--- src/rtl/alu_div_16bit.sv ---
//==============================================================================
// alu_div_16bit : 16-bit restoring divider, one quotient bit per clock.
// Define DIV_SIGNED_EN to add the signed_op port and two's-complement support.
// Revision: 1.0
//==============================================================================
`default_nettype none

module alu_div_16bit (
    input  logic        clk,
    input  logic        rst,
    input  logic        start,
    input  logic [15:0] dividend,
    input  logic [15:0] divisor,
`ifdef DIV_SIGNED_EN
    input  logic        signed_op,
`endif
    output logic        busy,
    output logic        done,
    output logic [15:0] quotient,
    output logic [15:0] remainder,
    output logic        div_by_zero,
    output logic        ovfl
);

    typedef enum logic [1:0] {
        S_IDLE = 2'd0,
        S_RUN  = 2'd1,
        S_DONE = 2'd2
    } state_t;

    state_t      r_state;
    logic [15:0] r_dvd;
    logic [15:0] r_dvs;
    logic [15:0] r_q;
    logic [15:0] r_rem;
    logic [3:0]  r_cnt;
    logic        r_fin;
    logic        r_busy;
    logic        r_done;
    logic        r_dz;
    logic        r_ovfl;
    logic [15:0] r_quo_o;
    logic [15:0] r_rem_o;

    logic [15:0] w_mag_a;
    logic [15:0] w_mag_b;
    logic [15:0] w_q_fin;
    logic [15:0] w_r_fin;
    logic        w_ovf_cap;
    logic [16:0] w_sh;
    logic [16:0] w_diff;
    logic        w_ge;

`ifdef DIV_SIGNED_EN
    logic r_neg_q;
    logic r_neg_r;
    logic r_ovf_c;
    logic w_sgn_a;
    logic w_sgn_b;

    assign w_sgn_a   = signed_op & dividend[15];
    assign w_sgn_b   = signed_op & divisor[15];
    assign w_mag_a   = w_sgn_a ? (16'd0 - dividend) : dividend;
    assign w_mag_b   = w_sgn_b ? (16'd0 - divisor)  : divisor;
    // Only -32768 / -1 overflows; its magnitude quotient 16'h8000 is already the wrapped answer.
    assign w_ovf_cap = signed_op & (dividend == 16'h8000) & (divisor == 16'hFFFF);
    assign w_q_fin   = r_neg_q ? (16'd0 - r_q)   : r_q;
    assign w_r_fin   = r_neg_r ? (16'd0 - r_rem) : r_rem;
`else
    assign w_mag_a   = dividend;
    assign w_mag_b   = divisor;
    assign w_ovf_cap = 1'b0;
    assign w_q_fin   = r_q;
    assign w_r_fin   = r_rem;
`endif

    // Partial remainder shifted left with the next dividend bit; bit 16 of the difference is the borrow.
    assign w_sh   = {r_rem, r_q[15]};
    assign w_diff = w_sh - {1'b0, r_dvs};
    assign w_ge   = ~w_diff[16];

    always_ff @(posedge clk) begin
        if (rst) begin
            r_state <= S_IDLE;
            r_dvd   <= 16'd0;
            r_dvs   <= 16'd0;
            r_q     <= 16'd0;
            r_rem   <= 16'd0;
            r_cnt   <= 4'd0;
            r_fin   <= 1'b0;
            r_busy  <= 1'b0;
            r_done  <= 1'b0;
            r_dz    <= 1'b0;
            r_ovfl  <= 1'b0;
            r_quo_o <= 16'd0;
            r_rem_o <= 16'd0;
`ifdef DIV_SIGNED_EN
            r_neg_q <= 1'b0;
            r_neg_r <= 1'b0;
            r_ovf_c <= 1'b0;
`endif
        end else begin
            case (r_state)
                S_IDLE: begin
                    if (start) begin
                        r_dvd   <= dividend;
                        r_dvs   <= w_mag_b;
                        r_q     <= w_mag_a;
                        r_rem   <= 16'd0;
                        r_cnt   <= 4'd0;
                        r_fin   <= 1'b0;
                        r_busy  <= 1'b1;
                        r_state <= S_RUN;
`ifdef DIV_SIGNED_EN
                        r_neg_q <= w_sgn_a ^ w_sgn_b;
                        r_neg_r <= w_sgn_a;
                        r_ovf_c <= w_ovf_cap;
`endif
                    end
                end
                S_RUN: begin
                    if (r_dvs == 16'd0) begin
                        // Zero divisor bypasses the shift-subtract steps entirely.
                        r_quo_o <= 16'hFFFF;
                        r_rem_o <= r_dvd;
                        r_dz    <= 1'b1;
                        r_ovfl  <= 1'b0;
                        r_done  <= 1'b1;
                        r_state <= S_DONE;
                    end else if (!r_fin) begin
                        r_q   <= {r_q[14:0], w_ge};
                        r_rem <= w_ge ? w_diff[15:0] : w_sh[15:0];
                        r_cnt <= r_cnt + 4'd1;
                        if (r_cnt == 4'd15) begin
                            r_fin <= 1'b1;
                        end
                    end else begin
                        r_quo_o <= w_q_fin;
                        r_rem_o <= w_r_fin;
                        r_dz    <= 1'b0;
`ifdef DIV_SIGNED_EN
                        r_ovfl  <= r_ovf_c;
`else
                        r_ovfl  <= 1'b0;
`endif
                        r_done  <= 1'b1;
                        r_state <= S_DONE;
                    end
                end
                S_DONE: begin
                    r_done  <= 1'b0;
                    r_busy  <= 1'b0;
                    r_state <= S_IDLE;
                end
                default: begin
                    r_done  <= 1'b0;
                    r_busy  <= 1'b0;
                    r_state <= S_IDLE;
                end
            endcase
        end
    end

`ifndef DIV_SIGNED_EN
    logic w_unused;
    assign w_unused = w_ovf_cap;
`endif

    assign busy        = r_busy;
    assign done        = r_done;
    assign quotient    = r_quo_o;
    assign remainder   = r_rem_o;
    assign div_by_zero = r_dz;
`ifdef DIV_SIGNED_EN
    assign ovfl        = r_ovfl;
`else
    assign ovfl        = 1'b0;
`endif

endmodule

`default_nettype wire
--- config.mk ---
export PLATFORM = sky130hd
export DESIGN_NAME = alu_div_16bit
export DESIGN_NICKNAME = d
export VERILOG_FILES = /design/src/rtl/alu_div_16bit.sv
export SDC_FILE = /design/constraint.sdc
export NUM_CORES = 1
export LEC_CHECK = 0
export ABC_CLOCK_PERIOD_IN_PS = 3100
export BUFFER_PORTS_ARGS = -buffer_cell sky130_fd_sc_hd__buf_2
export CAP_MARGIN = 20
export CORE_MARGIN = 2
export CORE_UTILIZATION = 40
export CTS_CLUSTER_DIAMETER = 60
export CTS_CLUSTER_SIZE = 8
export DETAILED_ROUTE_END_ITERATION = 8
export SLEW_MARGIN = 20
export SYNTH_ARGS = -nofsm -noshare
export SYNTH_HDL_FRONTEND = slang
export SYNTH_SLANG_ARGS = --single-unit
export TNS_END_PERCENT = 5
--- constraint.sdc ---
create_clock -name clk -period 3.1 [get_ports clk]
set_input_delay 0.31 -clock clk [delete_from_list [all_inputs] [get_ports clk]]
set_output_delay 0.31 -clock clk [all_outputs]
set_load 0.005 [all_outputs]
==> flow_metrics.env, run 1 <==
export IMPL_fin_cells=866
export IMPL_cellLeakagePower_nw=2.378
export IMPL_grt_overflow=0
export IMPL_outcome="finished clean"
export IMPL_grt_pass1_wl_um=21490
export IMPL_post_drt_wl_per_cell_um=15.21
export IMPL_crit_buf_inv=3
export IMPL_hold_buffers=0
export IMPL_slew_headroom_pct=37.16
export IMPL_first_pass_iters=6
export IMPL_worstSetupEndpointType="flip-flop"
export IMPL_slowest_stage="fa_1"
export IMPL_cts_resized=0
export IMPL_fill_cells=1303
export IMPL_hold_path_class="in -> reg"
export IMPL_dp_hpwl_um=9534
export IMPL_path_depth=11
export IMPL_max_cap_violations=0
export IMPL_path_class="reg -> reg"
export IMPL_fin_area_um2=5849
export IMPL_grt_setup_unrepaired="no"
export IMPL_drtIter0Drc=239
export IMPL_period_needed_ns=2.649
export IMPL_drive_gt1_share_pct=14.84
export IMPL_vias_per_cell=5.234
export IMPL_dp_cells=851
export IMPL_arrival_ns=2.89
export IMPL_gp_congestion=0.8201
export IMPL_synth_area_um2=5077
export IMPL_worstPathCellList="inv_1 -> ha_1 -> inv_1 -> fa_1 -> a211o_1 -> a21o_1 -> a211o_1 -> and4_1 -> buf_12 -> o21a_1 -> a22o_1"
export IMPL_ys_warn_count=0
export IMPL_period_share_pct=85.44
export IMPL_fin_skew_ns=0.006609
export IMPL_crit_required_ns=3.34
export IMPL_clockRootBuffer="clkbuf_16"
export IMPL_synth_top_area_share_pct=41.79
export IMPL_drc_errors=0
export IMPL_die_x_um=116.7
export IMPL_io_buffer_count=69
export IMPL_rows=41
export IMPL_placed_cell_area_um2=5580
export IMPL_cts_post_setup_buffers_inserted=0
export IMPL_yosys_area_top_type="dfxtp_1"
export IMPL_start_util_pct=40.56
export IMPL_syn2layout_area_growth_pct=15.20
export IMPL_synth_cell_types=56
export IMPL_die_h_um=116.7
export IMPL_synth_area_top_cells="dfxtp_1 42%, nand2_1 12%, mux2i_1 5.7%, a21oi_1 5.6%, o21ai_0 4.4%"
export IMPL_cpPeakStageDelay_ns=0.41
export IMPL_die_area_um2=13610
export IMPL_synth_ff_type="dfxtp_1"
export IMPL_crit_family="compound AO/OA/AOI/OAI gates"
export IMPL_worst_slew_pin_slew_ns=0.9348
export IMPL_nets=743
export IMPL_diodes=0
export IMPL_clk_latency_ns=0.35
export IMPL_h_tree_depth=3
export IMPL_grt_start_max_net_pins=44
export IMPL_synth_edff_count=0
export IMPL_fin_setup_tns_ns=0
export IMPL_track_usage_pct=20.11
export IMPL_ir_worst_vdd_uv=343.5
export IMPL_wirelength_um=13170
export IMPL_async_reset_ff_share_pct=0
export IMPL_vias=4533
export IMPL_syn_nets=693
export IMPL_synth_cells=640
export IMPL_p_per_area_nw_per_um2=665.3
export IMPL_max_freq_ghz=0.3775
export IMPL_r2r_cells=11
export IMPL_syn_avg_cell_area_um2=7.933
export IMPL_worstPathMaxFanout=23
export IMPL_coreArea_um2=12520
export IMPL_setup_violations=0
export IMPL_antenna_found_initial=0
export IMPL_hold_viol=0
export IMPL_numCtsBuffers=9
export IMPL_start_kind="flip-flop"
export IMPL_detail_route_antenna_nets=0
export IMPL_rrSetupSlack_ns=0.45
export IMPL_ioPinCount=71
export IMPL_ys_seq_elements=106
export IMPL_grt_pass1_vias=4291
export IMPL_clockBufferDepth=2
export IMPL_cts_sinks=106
export IMPL_cts_tree="done"
export IMPL_hold_path_depth=3
export IMPL_clk_transition_reported_paths_ns=0.07
export IMPL_ys_seq_area_share_pct=41.79
export IMPL_drv_slew=0
[where the power goes]
part           switching (mW)  total [mW]  internal, mW
registers               0.102        1.57          1.46
clock network           0.518        1.06         0.543
logic                   0.720        1.26         0.545
[through the flow]
stage | utilization (%) | setup WS [ns] | total power, mW | hold WS (ns)
finish | 46.73 | 0.4512 | 3.892 | 0.1943
global route | 46.73 | 0.3099 | 4.131 | 0.1920
CTS | 46.73 | 0.4433 | 3.909 | 0.1838
detailed placement | 44.58 | 0.4728 | 2.852 | 0.4365
global placement | 44.58 | 0.5203 | 2.829 | 0.4247
floorplan | - | 0.5414 | 2.569 | 0.4360
[cells in the mapped netlist (4+ instances only)]
cell	instances
a211oi_1	9
a21o_1	5
a21oi_1	57
a311oi_1	16
buf_1	5
buf_2	4
clkbuf_1	30
dfxtp_1	106
ha_1	17
inv_1	22
mux2i_1	29
nand2_1	157
nand2b_1	5
nand3_1	6
nand4_1	4
nor2_1	48
nor3_1	6
nor4_1	4
o211ai_1	6
o21ai_0	45
o21ai_1	4
xnor2_1	8
[layout by cell type, fill, tap and decap left out, types with 2 or more instances in the layout]
cell	instances
a211oi_1	9
nor3_1	6
o211ai_1	6
o21ai_0	45
nand2_1	157
a21oi_1	57
buf_4	10
and2_1	2
nor2_1	48
inv_1	22
buf_2	69
clkinv_2	2
nand3_1	6
a21o_1	5
o21ai_1	4
xnor2_1	8
a211o_1	2
xor2_1	3
a311oi_1	16
a31oi_1	2
a22o_1	2
nand2b_1	5
clkinv_4	2
ha_1	17
o21a_1	2
and3_1	3
and4_1	2
clkbuf_16	9
nand4_1	4
nor4_1	4
dfxtp_1	106
mux2i_1	29
o2111a_1	2
buf_12	2
[flip-flops by register name (all words and copies together), names as in the netlist]
signal	cells
r_fin	1
done	1
remainder	16
busy	1
r_rem	16
r_dvs	16
div_by_zero	1
r_state	2
quotient	16
r_cnt	4
r_q	16
r_dvd	16
[worst min-delay path, cell delays in order]
cell and delay (ns):
buf_2 0.10, nand2_1 0.04, a21oi_1 0.05
[metal layers]
metal	share of wire [%]	global-route usage (%)	up-vias
li1	-	-	2320
met1	48	26.88	2094
met2	46	33.49	103
met3	4.4	2.491	16
met4	2.1	7.373	0
met5	0	0	-
[area by class of cell]
| class | instances | area [um2] | share of cell area, % |
|---|---|---|---|
| multi-input cells | 470 | 2700 | 46.16 |
| flip-flops and latches | 106 | 2122 | 36.28 |
| repair buffers | 81 | 460.4 | 7.872 |
| clock buffers | 9 | 225.2 | 3.850 |
| well taps | 172 | 215.2 | 3.679 |
| inverters | 22 | 82.58 | 1.412 |
| clock inverters | 6 | 43.79 | 0.7487 |
[logic make-up after synthesis]
family | synth area share (%)
compound gates | 20.06
xor+xnor | 1.898
fa+ha+maj | 4.583
buf+inv | 5.372
flops | 41.79
mux | 5.939
other cells | 0.07386
simple gates | 20.28
[final timing paths]
| kind | endpoint | from |
|---|---|---|
| hold / removal | r_dvs[3] | divisor[3] |
| hold reg to reg | done | done |
| setup / recovery | r_rem[13] | r_q[15] |
| setup reg to reg | r_rem[13] | r_q[15] |
Note: power is estimated with default switching activity, not from simulation.
==> run 2, diff against run 1 <==
--- a/config.mk
+++ b/config.mk
@@ -5,6 +5,7 @@
 export SDC_FILE = /design/constraint.sdc
 export NUM_CORES = 1
 export LEC_CHECK = 0
+export ABC_AREA = 1
 export ABC_CLOCK_PERIOD_IN_PS = 3100
 export BUFFER_PORTS_ARGS = -buffer_cell sky130_fd_sc_hd__buf_2
 export CAP_MARGIN = 20
==> run 2 against run 1 <==
  * Sequential share of layout area down 1.7 points
  * Clock skew hardly changed
  * Worst hold slack gained 0.024 ns
  * Synthesized area increased by 6.3%
  * First-iteration DRC count grew 67%
  * Via count grew 9.8%
  * Die area is 6.1% higher
  * Global-route usage barely moved
  * Core utilization shrank 0.23 points
  * Count of clock-buffer cells in the layout up 2
  * Setup slack improved by 0.33 ns
  * Largest cell class unchanged
  * Largest power group unchanged
==> flow_metrics.env, run 2 <==
export IMPL_r2r_start="r_state[0]"
export IMPL_ys_seq_area_share_pct=39.32
export IMPL_gp_congestion=0.9364
export IMPL_cts_sinks=106
export IMPL_die_area_um2=14440
export IMPL_worstSetupEndpointType="flip-flop"
export IMPL_period_needed_ns=2.320
export IMPL_async_reset_ff_share_pct=0
export IMPL_syn_avg_cell_area_um2=6.814
export IMPL_fill_cells=1417
export IMPL_io_buffer_count=69
export IMPL_syn2layout_area_growth_pct=13.66
export IMPL_cts_tree="done"
export IMPL_clockBufferDepth=2
export IMPL_grt_overflow=0
export IMPL_diodes=0
export IMPL_grt_pass1_vias=4583
export IMPL_crit_end="r_q[0]"
export IMPL_slew_headroom_pct=57.24
export IMPL_hold_path_depth=3
export IMPL_seq_power_share_pct=38.5
export IMPL_max_freq_ghz=0.4310
export IMPL_vias_per_cell=4.851
export IMPL_period_share_pct=74.85
export IMPL_p_sw_mw=1.524
export IMPL_clk_transition_reported_paths_ns=0.07
export IMPL_clockRootBuffer="clkbuf_16"
export IMPL_numCtsBuffers=9
export IMPL_wirelength_um=13860
export IMPL_yosys_area_top_type="dfxtp_1"
export IMPL_cts_post_setup_buffers_inserted=0
export IMPL_fin_skew_ns=0.007080
export IMPL_layout_commonest_cell="nand2_1"
export IMPL_worstPathCellList="inv_1 -> nor2_1 -> buf_4 -> clkinv_1 -> nand2_1 -> o21ai_0 -> o21bai_1 -> inv_1"
export IMPL_syn_nets=845
export IMPL_ys_warn_count=0
export IMPL_grt_setup_unrepaired="no"
export IMPL_utilization_pct=46.50
export IMPL_synth_top_area_share_pct=39.32
export IMPL_hold_viol=0
export IMPL_hold_buffers=0
export IMPL_rows=42
export IMPL_max_cap_violations=0
export IMPL_synthTopCellsByCount="188 x nand2_1, 126 x inv_1, 106 x dfxtp_1, 96 x o21ai_0, 64 x nor2_1"
export IMPL_first_pass_iters=5
export IMPL_post_drt_wl_per_cell_um=13.51
export IMPL_cp_startpoint="r_state[0]"
export IMPL_track_usage_pct=20.07
export IMPL_drv_slew=0
export IMPL_slowest_stage="nor2_1"
export IMPL_synth_edff_count=0
export IMPL_rrSetupSlack_ns=0.78
export IMPL_nets=898
export IMPL_synth_cell_types=36
export IMPL_ir_worst_vdd_uv=299.4
export IMPL_path_class="reg -> reg"
export IMPL_coreArea_um2=13190
export IMPL_pwr_share_clk_pct=27.9
export IMPL_drc_errors=0
export IMPL_crit_required_ns=3.34
export IMPL_start_util_pct=40.91
export IMPL_cts_resized=0
export IMPL_ys_seq_elements=106
export IMPL_mostFrequentLayoutCells="188 x nand2_1, 126 x inv_1, 106 x dfxtp_1"
export IMPL_dp_hpwl_um=10280
export IMPL_clk_latency_ns=0.35
export IMPL_pwr_share_comb_pct=33.6
export IMPL_worstPathMaxFanout=18
export IMPL_internal_power_mw=2.554
export IMPL_p_per_area_nw_per_um2=664.9
export IMPL_hold_path_class="in -> reg"
export IMPL_cpPeakStageDelay_ns=0.50
export IMPL_drive_gt1_share_pct=13.76
export IMPL_ioPinCount=71
export IMPL_die_h_um=120.2
export IMPL_r2r_end="r_q[0]"
export IMPL_r2r_cells=8
export IMPL_setup_violations=0
export IMPL_arrival_ns=2.56
export IMPL_outcome="finished clean"
export IMPL_synth_ff_type="dfxtp_1"
export IMPL_whs_ns=0.2179
export IMPL_grt_start_max_net_pins=50
export IMPL_detail_route_antenna_nets=0
export IMPL_synth_area_um2=5396
export IMPL_path_common_cell="inv_1"
export IMPL_worst_slew_pin_slew_ns=0.6390
export IMPL_h_tree_depth=3
export IMPL_sw_frac_of_total_pct=37.37
export IMPL_antenna_found_initial=0
export IMPL_drtIter0Drc=398
export IMPL_grt_pass1_wl_um=23090
export IMPL_die_x_um=120.2
export IMPL_vias=4977
export IMPL_fin_setup_tns_ns=0
export IMPL_start_kind="flip-flop"
export IMPL_cellLeakagePower_nw=2.966
export IMPL_synth_cells=792
export IMPL_synth_area_top_cells="dfxtp_1 39%, nand2_1 13%, o21ai_0 8.9%, inv_1 8.8%, nor2_1 4.5%"
export IMPL_yosysMostFrequentCell="nand2_1"
[run 2: metal layers]
layer	track usage, %	vias to the layer above	part of all wire [%]
met5	0	-	0
met3	4.515	15	5.3
met2	31.89	117	45
li1	-	2611	-
met1	27.66	2234	49
met4	4.779	0	1.4
[run 2: worst min-delay path by stage]
| stage | endpoint | slack [ns] | start |
|---|---|---|---|
| final | r_dvd[12] | 0.22 | dividend[12] |
| after global routing | r_dvd[2] | 0.21 | dividend[2] |
| after CTS | r_dvs[0] | 0.20 | divisor[0] |
| after detailed placement | quotient[14] | 0.45 | quotient[14] |
| after global placement | quotient[14] | 0.45 | quotient[14] |
| after floorplan | busy | 0.39 | rst |
[run 2: final cells by class]
class	count	area, um2	share of cell area [%]
repair buffers	76	397.9	6.487
flip-flops and latches	106	2122	34.60
clock buffers	11	252.7	4.121
clock inverters	5	42.54	0.6936
well taps	176	220.2	3.590
multi-input cells	520	2603	42.43
inverters	132	495.5	8.078
[run 2: kinds of logic after synthesis]
kind of cell / synth area share (%)
AND/OR/NAND/NOR: 25.48
AO/OA/AOI/OAI: 17.06
buffers and inverters: 12.45
flip-flops: 39.32
adder cells (fa/ha/maj): 4.312
XOR/XNOR: 1.298
other: 0.06949
[run 2: critical path: cells and delay by family (launching register included)]
| kind | cells | cell delay (ns) |
|---|---|---|
| buf+inv | 4 | 0.93 |
| simple gates | 2 | 0.67 |
| flops | 1 | 0.38 |
| compound gates | 2 | 0.24 |
[run 2: per-stage QoR]
stage               worst slack, ns  power, mW  instance area (um2)  std cells
finish                       0.7798      4.078                 6133       1026
global route                 0.5161      4.369                 6133       1026
CTS                          0.7660      4.111                 6133       1026
detailed placement           0.7809      2.970                 5838       1010
global placement             0.8107      2.967                 5838       1010
floorplan                     1.137      2.660                 5396        792
[run 2: power groups by stage]
stage | clock, mW | sequential [mW] | combinational [mW]
after floorplan | 0 | 1.58 | 1.08
final | 1.14 | 1.57 | 1.37
after CTS | 1.17 | 1.57 | 1.37
after global routing | 1.21 | 1.59 | 1.57
after global placement | 0 | 1.60 | 1.36
after detailed placement | 0 | 1.60 | 1.37
==> run 3, diff against run 2 <==
--- a/config.mk
+++ b/config.mk
@@ -6,7 +6,7 @@
 export NUM_CORES = 1
 export LEC_CHECK = 0
 export ABC_AREA = 1
-export ABC_CLOCK_PERIOD_IN_PS = 3100
+export ABC_CLOCK_PERIOD_IN_PS = 2300
 export BUFFER_PORTS_ARGS = -buffer_cell sky130_fd_sc_hd__buf_2
 export CAP_MARGIN = 20
 export CORE_MARGIN = 2
==> constraint.sdc (replaced) <==
create_clock -name clk -period 2.3 [get_ports clk]
set_input_delay 0.23 -clock clk [delete_from_list [all_inputs] [get_ports clk]]
set_output_delay 0.23 -clock clk [all_outputs]
set_load 0.005 [all_outputs]
==> run 3 against run 2 <==
  * First-iteration DRC count is 16% lower
  * Sequential share of layout area is 0.58 points lower
  * Count of clock-buffer cells in the layout is 1 lower
==> flow_metrics.env, run 3 (same netlist as run 2, synthesis figures left out) <==
export IMPL_cts_tree="done"
export IMPL_grt_pass1_vias=4644
export IMPL_hold_path_class="in -> reg"
export IMPL_syn2layout_area_growth_pct=15.58
export IMPL_seq_power_share_pct=37.8
export IMPL_ioPinCount=71
export IMPL_internal_power_mw=3.545
export IMPL_numCtsBuffers=9
export IMPL_pwr_share_clk_pct=28.2
export IMPL_max_freq_ghz=0.4704
export IMPL_worstPathCellList="inv_1 -> ha_1 -> inv_1 -> fa_2 -> nand2_1 -> nand2_1 -> nand3_1 -> nand2_1 -> nand2_2 -> nand2_2 -> nand2_2 -> nand3_1 -> nand2_1 -> nor2_1 -> nor2_1 -> nor2_1"
export IMPL_arrival_ns=2.36
export IMPL_vias_per_cell=4.885
export IMPL_cellLeakagePower_nw=3.025
export IMPL_grt_setup_unrepaired="yes"
export IMPL_start_kind="flip-flop"
export IMPL_ir_worst_vdd_uv=380.5
export IMPL_io_buffer_count=69
export IMPL_die_area_um2=14440
export IMPL_first_pass_iters=5
export IMPL_fin_cells=1032
export IMPL_grt_start_max_net_pins=50
export IMPL_drive_gt1_share_pct=14.60
export IMPL_finalWorstSetupSlack_ns=0.1740
export IMPL_mostFrequentLayoutCells="188 x nand2_1, 126 x inv_1, 106 x dfxtp_1"
export IMPL_wirelength_um=13870
export IMPL_top_layer="met4"
export IMPL_rows=42
export IMPL_clockBufferDepth=2
export IMPL_track_usage_pct=20.24
export IMPL_worstSetupEndpointType="flip-flop"
export IMPL_grt_overflow=0
export IMPL_post_drt_wl_per_cell_um=13.44
export IMPL_diodes=0
export IMPL_hold_viol=0
export IMPL_clk_latency_ns=0.36
export IMPL_start_util_pct=40.91
export IMPL_pwr_share_comb_pct=34.0
export IMPL_crit_required_ns=2.54
export IMPL_clk_transition_reported_paths_ns=0.07
export IMPL_slew_headroom_pct=62.81
export IMPL_p_per_area_nw_per_um2=898.2
export IMPL_crit_buf_inv=2
export IMPL_antenna_found_initial=0
export IMPL_layout_commonest_cell="nand2_1"
export IMPL_die_x_um=120.2
export IMPL_gp_congestion=0.8985
export IMPL_period_share_pct=92.43
export IMPL_detail_route_antenna_nets=0
export IMPL_drtIter0Drc=336
export IMPL_cts_sinks=106
export IMPL_worstPathMaxFanout=4
export IMPL_h_tree_depth=3
export IMPL_period_needed_ns=2.126
export IMPL_nets=905
export IMPL_place_ws_ns=0.08377
export IMPL_outcome="finished clean"
export IMPL_setup_violations=0
export IMPL_fill_cells=1397
export IMPL_path_common_cell="nand2_1"
export IMPL_slowest_stage="fa_2"
export IMPL_grt_pass1_wl_um=23050
export IMPL_crit_family="simple AND/OR/NAND/NOR gates"
export IMPL_max_cap_violations=0
export IMPL_cpPeakStageDelay_ns=0.35
export IMPL_path_depth=16
export IMPL_dp_hpwl_um=10410
export IMPL_cts_post_setup_buffers_inserted=0
export IMPL_worst_slew_pin_slew_ns=0.5544
export IMPL_utilization_pct=47.29
export IMPL_die_h_um=120.2
export IMPL_fin_skew_ns=0.01106
export IMPL_p_sw_mw=2.057
export IMPL_path_class="reg -> reg"
export IMPL_coreArea_um2=13190
export IMPL_r2r_cells=16
export IMPL_wl_met3_um=662
export IMPL_wl_met1_um=6781
export IMPL_clockRootBuffer="clkbuf_16"
export IMPL_sw_frac_of_total_pct=36.72
export IMPL_vias=5041
export IMPL_hold_path_depth=3
export IMPL_met2WireLength_um=6174
export IMPL_drc_errors=0
export IMPL_drv_slew=0
export IMPL_dp_cells=1017
## run 3: cell count changes in the layout (fill, tap and decap cells not counted), moves of 2 or more
cell     previous run  this run
buf_4               7        13
inv_6               4         0
nand2_2            12        10
nand2_8             0         2
## run 3: worst paths after layout
kind / startpoint / end / slack [ns]
max: r_q[15] / r_rem[14] / 0.17
min: dividend[4] / r_dvd[4] / 0.13
max reg2reg: r_q[15] / r_rem[14] / 0.17
min reg2reg: quotient[14] / quotient[14] / 0.45
## run 3: metrics by stage
stage	area, um2	setup TNS (ns)	hold slack (ns)	power (mW)
after global placement	5903	0	0.4463	4.017
after CTS	6205	0	0.1182	5.610
final	6237	0	0.1263	5.602
after detailed placement	5903	0	0.4456	4.017
after floorplan	5396	0	0.3068	3.585
after global routing	6237	-0.02442	0.1259	6.013
## run 3: worst register-to-register path: cells and delay by family (launching register included)
family,cells,cell delay (ns)
flops,1,0.32
fa+ha+maj,2,0.51
buf+inv,2,0.16
simple gates,12,1.02
## run 3: layer usage
metal | vias to the layer above | global-route usage (%)
li1 | 2630 | -
met1 | 2267 | 28.09
met2 | 123 | 31.61
met3 | 21 | 3.992
met4 | 0 | 6.324
met5 | - | 0
## run 3: final cells by class
class / instances / area [um2] / share of cell area, %
Clock inverter: 5 / 62.56 / 1.003
Clock buffer: 10 / 239.0 / 3.831
Sequential cell: 106 / 2122 / 34.02
Timing Repair Buffer: 83 / 462.9 / 7.422
Multi-Input combinational cell: 520 / 2635 / 42.25
Inverter: 132 / 495.5 / 7.944
Tap cell: 176 / 220.2 / 3.531
## run 3: power by group through the flow
stage	Combinational [mW]	Sequential (mW)	Clock, mW
floorplan	1.45	2.13	0
global placement	1.86	2.16	0
detailed placement	1.86	2.16	0
CTS	1.87	2.12	1.63
global route	2.19	2.14	1.68
finish	1.91	2.12	1.58
## run 3: what timing repair did
| item | CTS | global route |
|---|---|---|
| gates resized for setup | 0 | 6 |
| hold buffers | 0 | 0 |
| endpoints found under the hold margin | 0 | 0 |
| setup endpoints to repair | 0 | 17 |
